<file path="src/rtl/m_conv_3_pkg.sv">
// Shared constants, state encoding and output-stage helper for the layer-3 3x3 convolution.
package m_conv_3_pkg;

    localparam int IN_DIM    = 13;
    localparam int K         = 3;
    localparam int OUT_DIM   = IN_DIM - K + 1;
    localparam int OUT_COUNT = OUT_DIM * OUT_DIM;
    localparam int PROD_W    = 17;
    localparam int SUM_W     = 21;

    typedef enum logic {
        RUN  = 1'b0,
        DONE = 1'b1
    } state_t;

    // Clamp a shifted sum into the unsigned 8-bit result range (ReLU + saturation).
    function automatic logic [7:0] relu_sat(input logic signed [SUM_W-1:0] s);
        if (s < 0)
            return 8'd0;
        else if (s > 255)
            return 8'hFF;
        else
            return s[7:0];
    endfunction

endpackage

</file>
<file path="src/rtl/m_line_buffer_13.sv">
// Fixed-depth shift buffer: d_out is the sample accepted DEPTH enables ago.
import m_conv_3_pkg::*;

module m_line_buffer_13 #(
    parameter int DEPTH = IN_DIM,
    parameter int WIDTH = 8
) (
    input  logic             clk,
    input  logic             en,
    input  logic [WIDTH-1:0] d_in,
    output logic [WIDTH-1:0] d_out
);

    logic [DEPTH*WIDTH-1:0] shift_reg;

    always_ff @(posedge clk) begin
        if (en)
            shift_reg <= {shift_reg[(DEPTH-1)*WIDTH-1:0], d_in};
    end

    assign d_out = shift_reg[DEPTH*WIDTH-1 -: WIDTH];

endmodule

</file>
<file path="src/rtl/m_conv_3.sv">
// Streaming 3x3 convolution over a 13x13 pooled frame, writing 121 ReLU/shift/saturated results.
import m_conv_3_pkg::*;

module m_conv_3 #(
    parameter logic signed [7:0]  W0    = 8'sd1,
    parameter logic signed [7:0]  W1    = 8'sd1,
    parameter logic signed [7:0]  W2    = 8'sd1,
    parameter logic signed [7:0]  W3    = 8'sd1,
    parameter logic signed [7:0]  W4    = 8'sd1,
    parameter logic signed [7:0]  W5    = 8'sd1,
    parameter logic signed [7:0]  W6    = 8'sd1,
    parameter logic signed [7:0]  W7    = 8'sd1,
    parameter logic signed [7:0]  W8    = 8'sd1,
    parameter logic signed [15:0] BIAS  = 16'sd0,
    parameter int                 SHIFT = 4
) (
    input  logic       clk,
    input  logic       rst,
    input  logic       data_valid,
    input  logic [7:0] d_in,
    output logic       wr_en,
    output logic [6:0] wr_addr,
    output logic [7:0] d_out,
    output logic       layer_3_write_complete
);

    localparam logic signed [7:0] WEIGHTS [K*K] = '{W0, W1, W2, W3, W4, W5, W6, W7, W8};

    state_t     state_reg;
    logic [3:0] row_reg;
    logic [3:0] col_reg;
    logic       in_done_reg;
    logic [6:0] wr_count_reg;
    logic       win_valid_reg;
    logic       prod_valid_reg;
    logic       sum_valid_reg;

    logic                     accept;
    logic                     win_done;
    logic [7:0]               row0_tap;
    logic [7:0]               row1_tap;
    logic [7:0]               col_in [K];
    logic [7:0]               win_reg [K][K];
    logic signed [PROD_W-1:0] prod_next [K*K];
    logic signed [PROD_W-1:0] prod_reg [K*K];
    logic signed [SUM_W-1:0]  sum_next;
    logic signed [SUM_W-1:0]  sum_reg;
    logic signed [SUM_W-1:0]  shifted;

    assign accept   = data_valid && (state_reg == RUN) && !in_done_reg;
    assign win_done = accept && (row_reg >= 4'd2) && (col_reg >= 4'd2);

    m_line_buffer_13 u_line_1 (
        .clk   (clk),
        .en    (accept),
        .d_in  (d_in),
        .d_out (row1_tap)
    );

    m_line_buffer_13 u_line_0 (
        .clk   (clk),
        .en    (accept),
        .d_in  (row1_tap),
        .d_out (row0_tap)
    );

    // Window row 0 is the oldest image row; column 2 holds the newest sample.
    assign col_in[0] = row0_tap;
    assign col_in[1] = row1_tap;
    assign col_in[2] = d_in;

    always_ff @(posedge clk) begin
        if (accept) begin
            for (int r = 0; r < K; r++) begin
                win_reg[r][0] <= win_reg[r][1];
                win_reg[r][1] <= win_reg[r][2];
                win_reg[r][2] <= col_in[r];
            end
        end
    end

    generate
        for (genvar gi = 0; gi < K*K; gi++) begin : g_prod
            assign prod_next[gi] = $signed({1'b0, win_reg[gi / K][gi % K]}) * WEIGHTS[gi];
        end
    endgenerate

    always_comb begin
        sum_next = {{(SUM_W-16){BIAS[15]}}, BIAS};
        for (int i = 0; i < K*K; i++)
            sum_next = sum_next + {{(SUM_W-PROD_W){prod_reg[i][PROD_W-1]}}, prod_reg[i]};
    end

    assign shifted = sum_reg >>> SHIFT;

    always_ff @(posedge clk) begin
        prod_reg <= prod_next;
        sum_reg  <= sum_next;
    end

    always_ff @(posedge clk) begin
        if (!rst) begin
            state_reg              <= RUN;
            row_reg                <= 4'd0;
            col_reg                <= 4'd0;
            in_done_reg            <= 1'b0;
            wr_count_reg           <= 7'd0;
            win_valid_reg          <= 1'b0;
            prod_valid_reg         <= 1'b0;
            sum_valid_reg          <= 1'b0;
            wr_en                  <= 1'b0;
            wr_addr                <= 7'd0;
            d_out                  <= 8'd0;
            layer_3_write_complete <= 1'b0;
        end else begin
            if (accept) begin
                if (col_reg == 4'(IN_DIM-1)) begin
                    col_reg <= 4'd0;
                    if (row_reg == 4'(IN_DIM-1))
                        in_done_reg <= 1'b1;
                    else
                        row_reg <= row_reg + 4'd1;
                end else begin
                    col_reg <= col_reg + 4'd1;
                end
            end

            win_valid_reg  <= win_done;
            prod_valid_reg <= win_valid_reg;
            sum_valid_reg  <= prod_valid_reg;
            wr_en          <= sum_valid_reg;

            if (sum_valid_reg) begin
                d_out        <= relu_sat(shifted);
                wr_addr      <= wr_count_reg;
                wr_count_reg <= wr_count_reg + 7'd1;
            end

            // The final write of the frame retires the block until the next reset.
            if (wr_en && (wr_addr == 7'(OUT_COUNT-1))) begin
                state_reg              <= DONE;
                layer_3_write_complete <= 1'b1;
            end
        end
    end

endmodule
</file>
<file path="config.mk">
export PLATFORM = sky130hd
export DESIGN_NAME = m_conv_3
export DESIGN_NICKNAME = d
export VERILOG_FILES = /design/src/rtl/m_conv_3_pkg.sv /design/src/rtl/m_line_buffer_13.sv /design/src/rtl/m_conv_3.sv
export SDC_FILE = /design/constraint.sdc
export NUM_CORES = 1
export LEC_CHECK = 0
export ABC_CLOCK_PERIOD_IN_PS = 10300
export BUFFER_PORTS_ARGS = -buffer_cell sky130_fd_sc_hd__clkbuf_2
export CELL_PAD_IN_SITES_DETAIL_PLACEMENT = 2
export CELL_PAD_IN_SITES_GLOBAL_PLACEMENT = 2
export CORE_AREA = 4 4 176 178
export CTS_CLUSTER_SIZE = 8
export DETAILED_ROUTE_END_ITERATION = 12
export DIE_AREA = 0 0 180 182
export GPL_TIMING_DRIVEN = 0
export PLACE_DENSITY_LB_ADDON = 0.1
export RECOVER_POWER = 50
export SYNTH_ARGS = -nofsm -noshare
export SYNTH_HDL_FRONTEND = slang
export SYNTH_SLANG_ARGS = --single-unit
</file>
<file path="constraint.sdc">
create_clock -name clk -period 10.3 [get_ports clk]
set_clock_uncertainty 0.1 [all_clocks]
set_input_delay 1.03 -clock clk [delete_from_list [all_inputs] [get_ports clk]]
set_output_delay 1.03 -clock clk [all_outputs]
set_load 0.01 [all_outputs]
</file>
# [Word-level counts from Yosys, hierarchy flattened]
# Memory sizes are Yosys's and may differ from the RTL's.
# Cells that the tools add are included.
[totals] regBits=332 ram_bits=72 wordCells=57 memories=1
[memory_table] name="win_reg" depth=3 word_bits=24 rd=3 rd_ports_with_merged_regs=0 write_ports=3 line_no="m_conv_3.sv:43" text="logic [7:0] win_reg [K][K];"
[op_classes] add_sub_neg=11 n_lt_le_gt_ge=4 eq_ne=3 mux=5 bitwise=2 reduce_logical=8
[op_table] operator="adder 15 x 8 -> 16 bit" n=1
[op_table] operator="two-way mux 8 bit" n=2
[op_table] operator="adder 14 x 8 -> 15 bit" n=1
[op_table] operator="adder 13 x 8 -> 14 bit" n=1
[op_table] operator="adder 12 x 8 -> 13 bit" n=1
[op_table] operator="adder 11 x 8 -> 12 bit" n=1
[op_table] operator="greater-than comparator 12 x 8 -> 1 bit (second input constant)" n=1
[op_table] operator="< comparator 12 x 1 -> 1 bit (second input constant)" n=1
[op_table] operator="adder 10 x 8 -> 11 bit" n=1
[op_table] operator="adder 9 x 8 -> 10 bit" n=1
[op_table] operator="adder 8 x 8 -> 9 bit" n=1
[op_table] operator="adder 4 x 1 -> 4 bit (second input constant)" n=2
[op_table] operator="equality test 4 bit (second input constant)" n=2
[op_table] operator="greater-or-equal comparator 4 x 2 -> 1 bit (second input constant)" n=2
[op_table] operator="adder 7 x 1 -> 7 bit (second input constant)" n=1
[op_table] operator="equality test 7 bit (second input constant)" n=1
[op_table] operator="AND reduction 3 bit" n=2
[op_table] operator="logical AND 1 bit" n=5
[op_table] operator="two-way mux 4 bit" n=1
[op_table] operator="two-way mux 1 bit" n=2
[op_table] operator="inverter 1 bit" n=2
[op_table] operator="logical NOT 1 bit" n=1

# [Logic depth before layout (Yosys ltp)]
[logic_depth] ltp_word=8 mapped_depth=13 depth_no_buf=13

# [Hierarchy]
# From an unflattened synthesis, not the netlist that was laid out.
[hier_totals] cells_unflattened=684 area_unflattened_um2=13218.9
[by_module_without_submodules] mod="m_conv_3" n_inst=1 cells_per_inst=460 area_per_inst_um2=6852.8 seq_area_each_um2=4484.3
[by_module_without_submodules] mod="m_line_buffer_13" n_inst=2 cells_per_inst=112 area_per_inst_um2=3183.1 seq_area_each_um2=3123.0

# [Least setup slack after synthesis]
# OpenSTA, ideal clock, no wires.
[synth_timing] path_type="input to register" start="input data_valid" end="register row_reg[3]" setup_ns=0.071 arrival_time_ns=8.227 required_ns=10.129 path_slack_ns=1.903 stages=4 path_cell_list="nor3b_4 -> nand3_2 -> or3_1 -> a21oi_1"
[synth_via] elab_chain_cells=3
[synth_lines] item="start, declared" line_no="m_conv_3.sv:19" text="input logic data_valid,"
[synth_lines] item="logical AND 1 bit (2 in series)" line_no="m_conv_3.sv:50" text="assign accept = data_valid && (state_reg == RUN) && !in_done_reg;"
[synth_lines] item="AND reduction 3 bit (no source line)"
[synth_lines] item="end signal, assigned" line_no="m_conv_3.sv:122" text="row_reg <= row_reg + 4'd1;"
[synth_lines] item="end, declared" line_no="m_conv_3.sv:30" text="logic [3:0] row_reg;"
# No other way between the ends.
# A chain may end at the register's enable or synchronous reset.

# [Worst setup path after layout]
[layout_timing] start="register prod_reg[4] (netlist name), read port of win_reg" end="register sum_reg[9]"
[layout_via] elab_chain_cells=1
[layout_lines] item="start, declared" line_no="m_conv_3.sv:45" text="logic signed [PROD_W-1:0] prod_reg [K*K];"
[layout_lines] item="adder 15 x 8 -> 16 bit" line_no="m_conv_3.sv:91" text="sum_next = sum_next + {{(SUM_W-PROD_W){prod_reg[i][PROD_W-1]}}, prod_reg[i]};"
[layout_lines] item="named net sum_next[9]" line_no="m_conv_3.sv:46" text="logic signed [SUM_W-1:0] sum_next;"
[layout_lines] item="end signal, assigned" line_no="m_conv_3.sv:98" text="sum_reg <= sum_next;"
[layout_lines] item="end, declared" line_no="m_conv_3.sv:47" text="logic signed [SUM_W-1:0] sum_reg;"
# The timed path passes the listed nets, and every way through them passes these cells.

==> impl_metrics.env <==
export IMPL_syn_instance_count=613
export IMPL_finalCritPeriodShare_pct=44.1
export IMPL_post_dp_cell_area_um2=12500
export IMPL_cp_slowest_cell="fa_1"
export IMPL_cp_num_buf_inv=4
export IMPL_synth_compound_area_share_pct=1.58
export IMPL_root_buffer="clkbuf_16"
export IMPL_synth_top_family_by_area="adder cells"
export IMPL_grt_antenna_before_repair=1
export IMPL_synth_area_leaders="edfxtp_1 60%, dfxtp_1 20%, fa_1 9.1%"
export IMPL_cts_sinks=348
export IMPL_peakVddDrop_mv=0.137
export IMPL_htree_levels=2
export IMPL_synth_top_area_cell="edfxtp_1"
export IMPL_leakagePower_nw=5.25
export IMPL_port_buffer_count=27
export IMPL_crit_path_max_incr_delay_ns=0.56
export IMPL_critical_path_cell_chain="inv_1 -> fa_1 -> inv_1 -> fa_1 -> fa_1 -> inv_1 -> fa_1 -> inv_1 -> ha_1 -> nand4bb_1 -> o211ai_2 -> a2111oi_0 -> a311oi_1"
export IMPL_reg2reg_setup_slack_ns=5.76
export IMPL_final_max_slew_violation_count=0
export IMPL_core_area_um2=29400
export IMPL_cts_made_buffers=49
export IMPL_syn_area_um2=11600
export IMPL_initial_core_util_pct=39.6
export IMPL_viasPerCell=4.48
export IMPL_area_delta_synth_final_pct=19.4
export IMPL_status="finished clean"
export IMPL_grt_pass1_vias=5883
export IMPL_worst_endpoint_required_ns=10.57
export IMPL_dieWidth_um=180
export IMPL_yosysSeqAreaShare_pct=79.8
export IMPL_drive_gt1_share_pct=12.9
export IMPL_overflow=0
export IMPL_gr_usage_all_layers_pct=12.3
export IMPL_ctsHoldBuffers=0
export IMPL_relSlewSlack_pct=43.3
export IMPL_syn_area_per_cell_um2=19.0
export IMPL_muxShareOfSynthArea_pct=1.46
export IMPL_start_kind="register"
export IMPL_synthXorXnorAreaFrac_pct=0.979
export IMPL_cts_path_max_buffers=3
export IMPL_yosysUniqueCellTypes=39
export IMPL_setup_tns_ns=0
export IMPL_globalplace_congestion=0.725
export IMPL_worstPathArrival_ns=4.81
export IMPL_worstSetupStartpoint="prod_reg[4]"
export IMPL_cts_tree="done"
export IMPL_total_power_w=0.00369
export IMPL_firstDrtPassIters=5
export IMPL_holdCritPathClass="register to register"
export IMPL_first_iter_violations=281
export IMPL_die_h_um=182
export IMPL_crit_fanout=7
export IMPL_drv_cap=0
export IMPL_cts_setup_buffers=0
export IMPL_powerDensity_nw_per_um2=265
export IMPL_vias=5074
export IMPL_finalInstanceArea_um2=13900
export IMPL_ios=28
export IMPL_fmax_mhz=220
export IMPL_yosysWarnings=0
export IMPL_clock_latency_ns=0.53
export IMPL_post_synth_top_area_fraction_pct=59.9
export IMPL_fin_nets=785
export IMPL_routed_wl_um=19500
export IMPL_r2r_start="prod_reg[4]"
export IMPL_hold_viol_final=0
export IMPL_rows=63
export IMPL_synth_nets=694
export IMPL_dp_hpwl_um=12300
export IMPL_yosys_register_bits=348
export IMPL_die_area_um2=32800
export IMPL_finalSetupViolations=0
export IMPL_clk_pin_slew_worst_paths_ns=0.05
export IMPL_period_needed_ns=4.54
export IMPL_ant_nets=0
export IMPL_rsz0062_at_grt="false"
export IMPL_grt_max_degree=23
export IMPL_cp_top_family="adder cells"
export IMPL_worst_pin_slew_ns=0.850
export IMPL_min_delay_start="win_reg[0][17]"
export IMPL_cts_resized=0
export IMPL_grt_first_pass_wirelength_um=32300
export IMPL_worst_setup_path_end_kind="register"
export IMPL_synth_fa_ha_area_share_pct=10.9
export IMPL_wl_per_cell_um=17.2
export IMPL_diodes=0
export IMPL_critPathKind="register to register"
export IMPL_yosys_area_share_simple_pct=2.79
export IMPL_drc=0
[Yosys cell counts]
cell         n
edfxtp_1   232
dfxtp_1    116
inv_1       69
fa_1        53
nor2_1      31
ha_1        17
mux2i_1     17
a21oi_1      8
nand2_1      8
xnor2_1      7
xor2_1       6
o21ai_0      5
nand3_1      4
and2_1       3
clkbuf_1     3
nand4_1      3
or3_1        3
a211oi_1     2
a21o_1       2
a221o_1      2
and3_1       2
buf_2        2
o41ai_1      2
a2111oi_0    1
a311oi_1     1
a31oi_1      1
and4_1       1
nand2b_1     1
nand3_2      1
nand4bb_1    1
nor2b_1      1
nor3_1       1
nor3b_4      1
nor4_1       1
nor4b_1      1
o211ai_2     1
o21a_1       1
o31ai_1      1
or4_1        1
[path summary, 6_finish.rpt]
check / to / cells past startpoint
hold reg to reg: prod_reg[137] / 0
setup / recovery: sum_reg[9] / 13
setup reg to reg: sum_reg[9] / 13
hold / removal: prod_reg[137] / 0
[power by group]
group / leakage [nW] / switching (W) / internal [W]
Clock: 0.666 / 0.000553 / 0.000896
Combinational: 1.34 / 0.000356 / 0.000256
Sequential: 3.24 / 0.0000321 / 0.00159
Total: 5.25 / 0.000940 / 0.00275
[cell usage in the layout, fill, tap and decap left out, drive strengths merged, types with 2 or more instances in the layout]
cell type	Yosys	layout
a211oi	2	2
a21o	2	2
a21oi	8	8
a221o	2	2
and2	3	3
and3	2	2
buf	2	15
clkbuf	3	118
dfxtp	116	116
edfxtp	232	232
fa	53	53
ha	17	17
inv	69	70
mux2i	17	17
nand2	8	8
nand3	5	5
nand4	3	3
nor2	31	31
o21ai	5	5
o41ai	2	2
or3	3	3
xnor2	7	7
xor2	6	6
[per-layer routing]
| metal | track usage (%) | up-vias | routed length (um) |
|---|---|---|---|
| met4 | 4.72 | 0 | 591 |
| met3 | 2.86 | 44 | 737 |
| met5 | 0 | - | 0 |
| li1 | - | 2337 | - |
| met1 | 15.8 | 2607 | 8750 |
| met2 | 20.3 | 86 | 9440 |
[metrics by stage]
stage	utilization, %	setup WS (ns)	cells	hold WS (ns)
after floorplan	-	1.90	613	0.223
after global placement	41.7	-0.487	1030	0.228
after detailed placement	42.5	5.74	1043	0.230
after CTS	47.3	5.70	1132	0.240
after global routing	47.3	5.54	1132	0.249
final	47.3	5.76	1132	0.238
[kinds of logic (layout without fill, tap and decap cells)]
family	after synthesis	count (layout)
mux	17	17
fa+ha+maj	70	70
simple gates	64	64
xor+xnor	13	13
flops	348	348
compound gates	27	27
buf+inv	74	203
[worst reg2reg max path: cells and delay by family, from the launching register on]
family / cells / cell delay (ns)
flops: 1 / 0.32
simple gates: 1 / 0.15
fa+ha+maj: 5 / 2.52
compound gates: 3 / 1.05
buf+inv: 4 / 0.24
[cell type report]
class | count | area (um^2)
multi-input cells | 191 | 2070
repair buffers | 40 | 368
well taps | 390 | 488
flip-flops and latches | 348 | 9290
clock inverters | 1 | 20.0
plain buffers | 5 | 21.3
clock buffers | 88 | 1380
inverters | 69 | 259
fillers | 2663 | 15500
No activity file was read; power rests on OpenSTA's default activity.
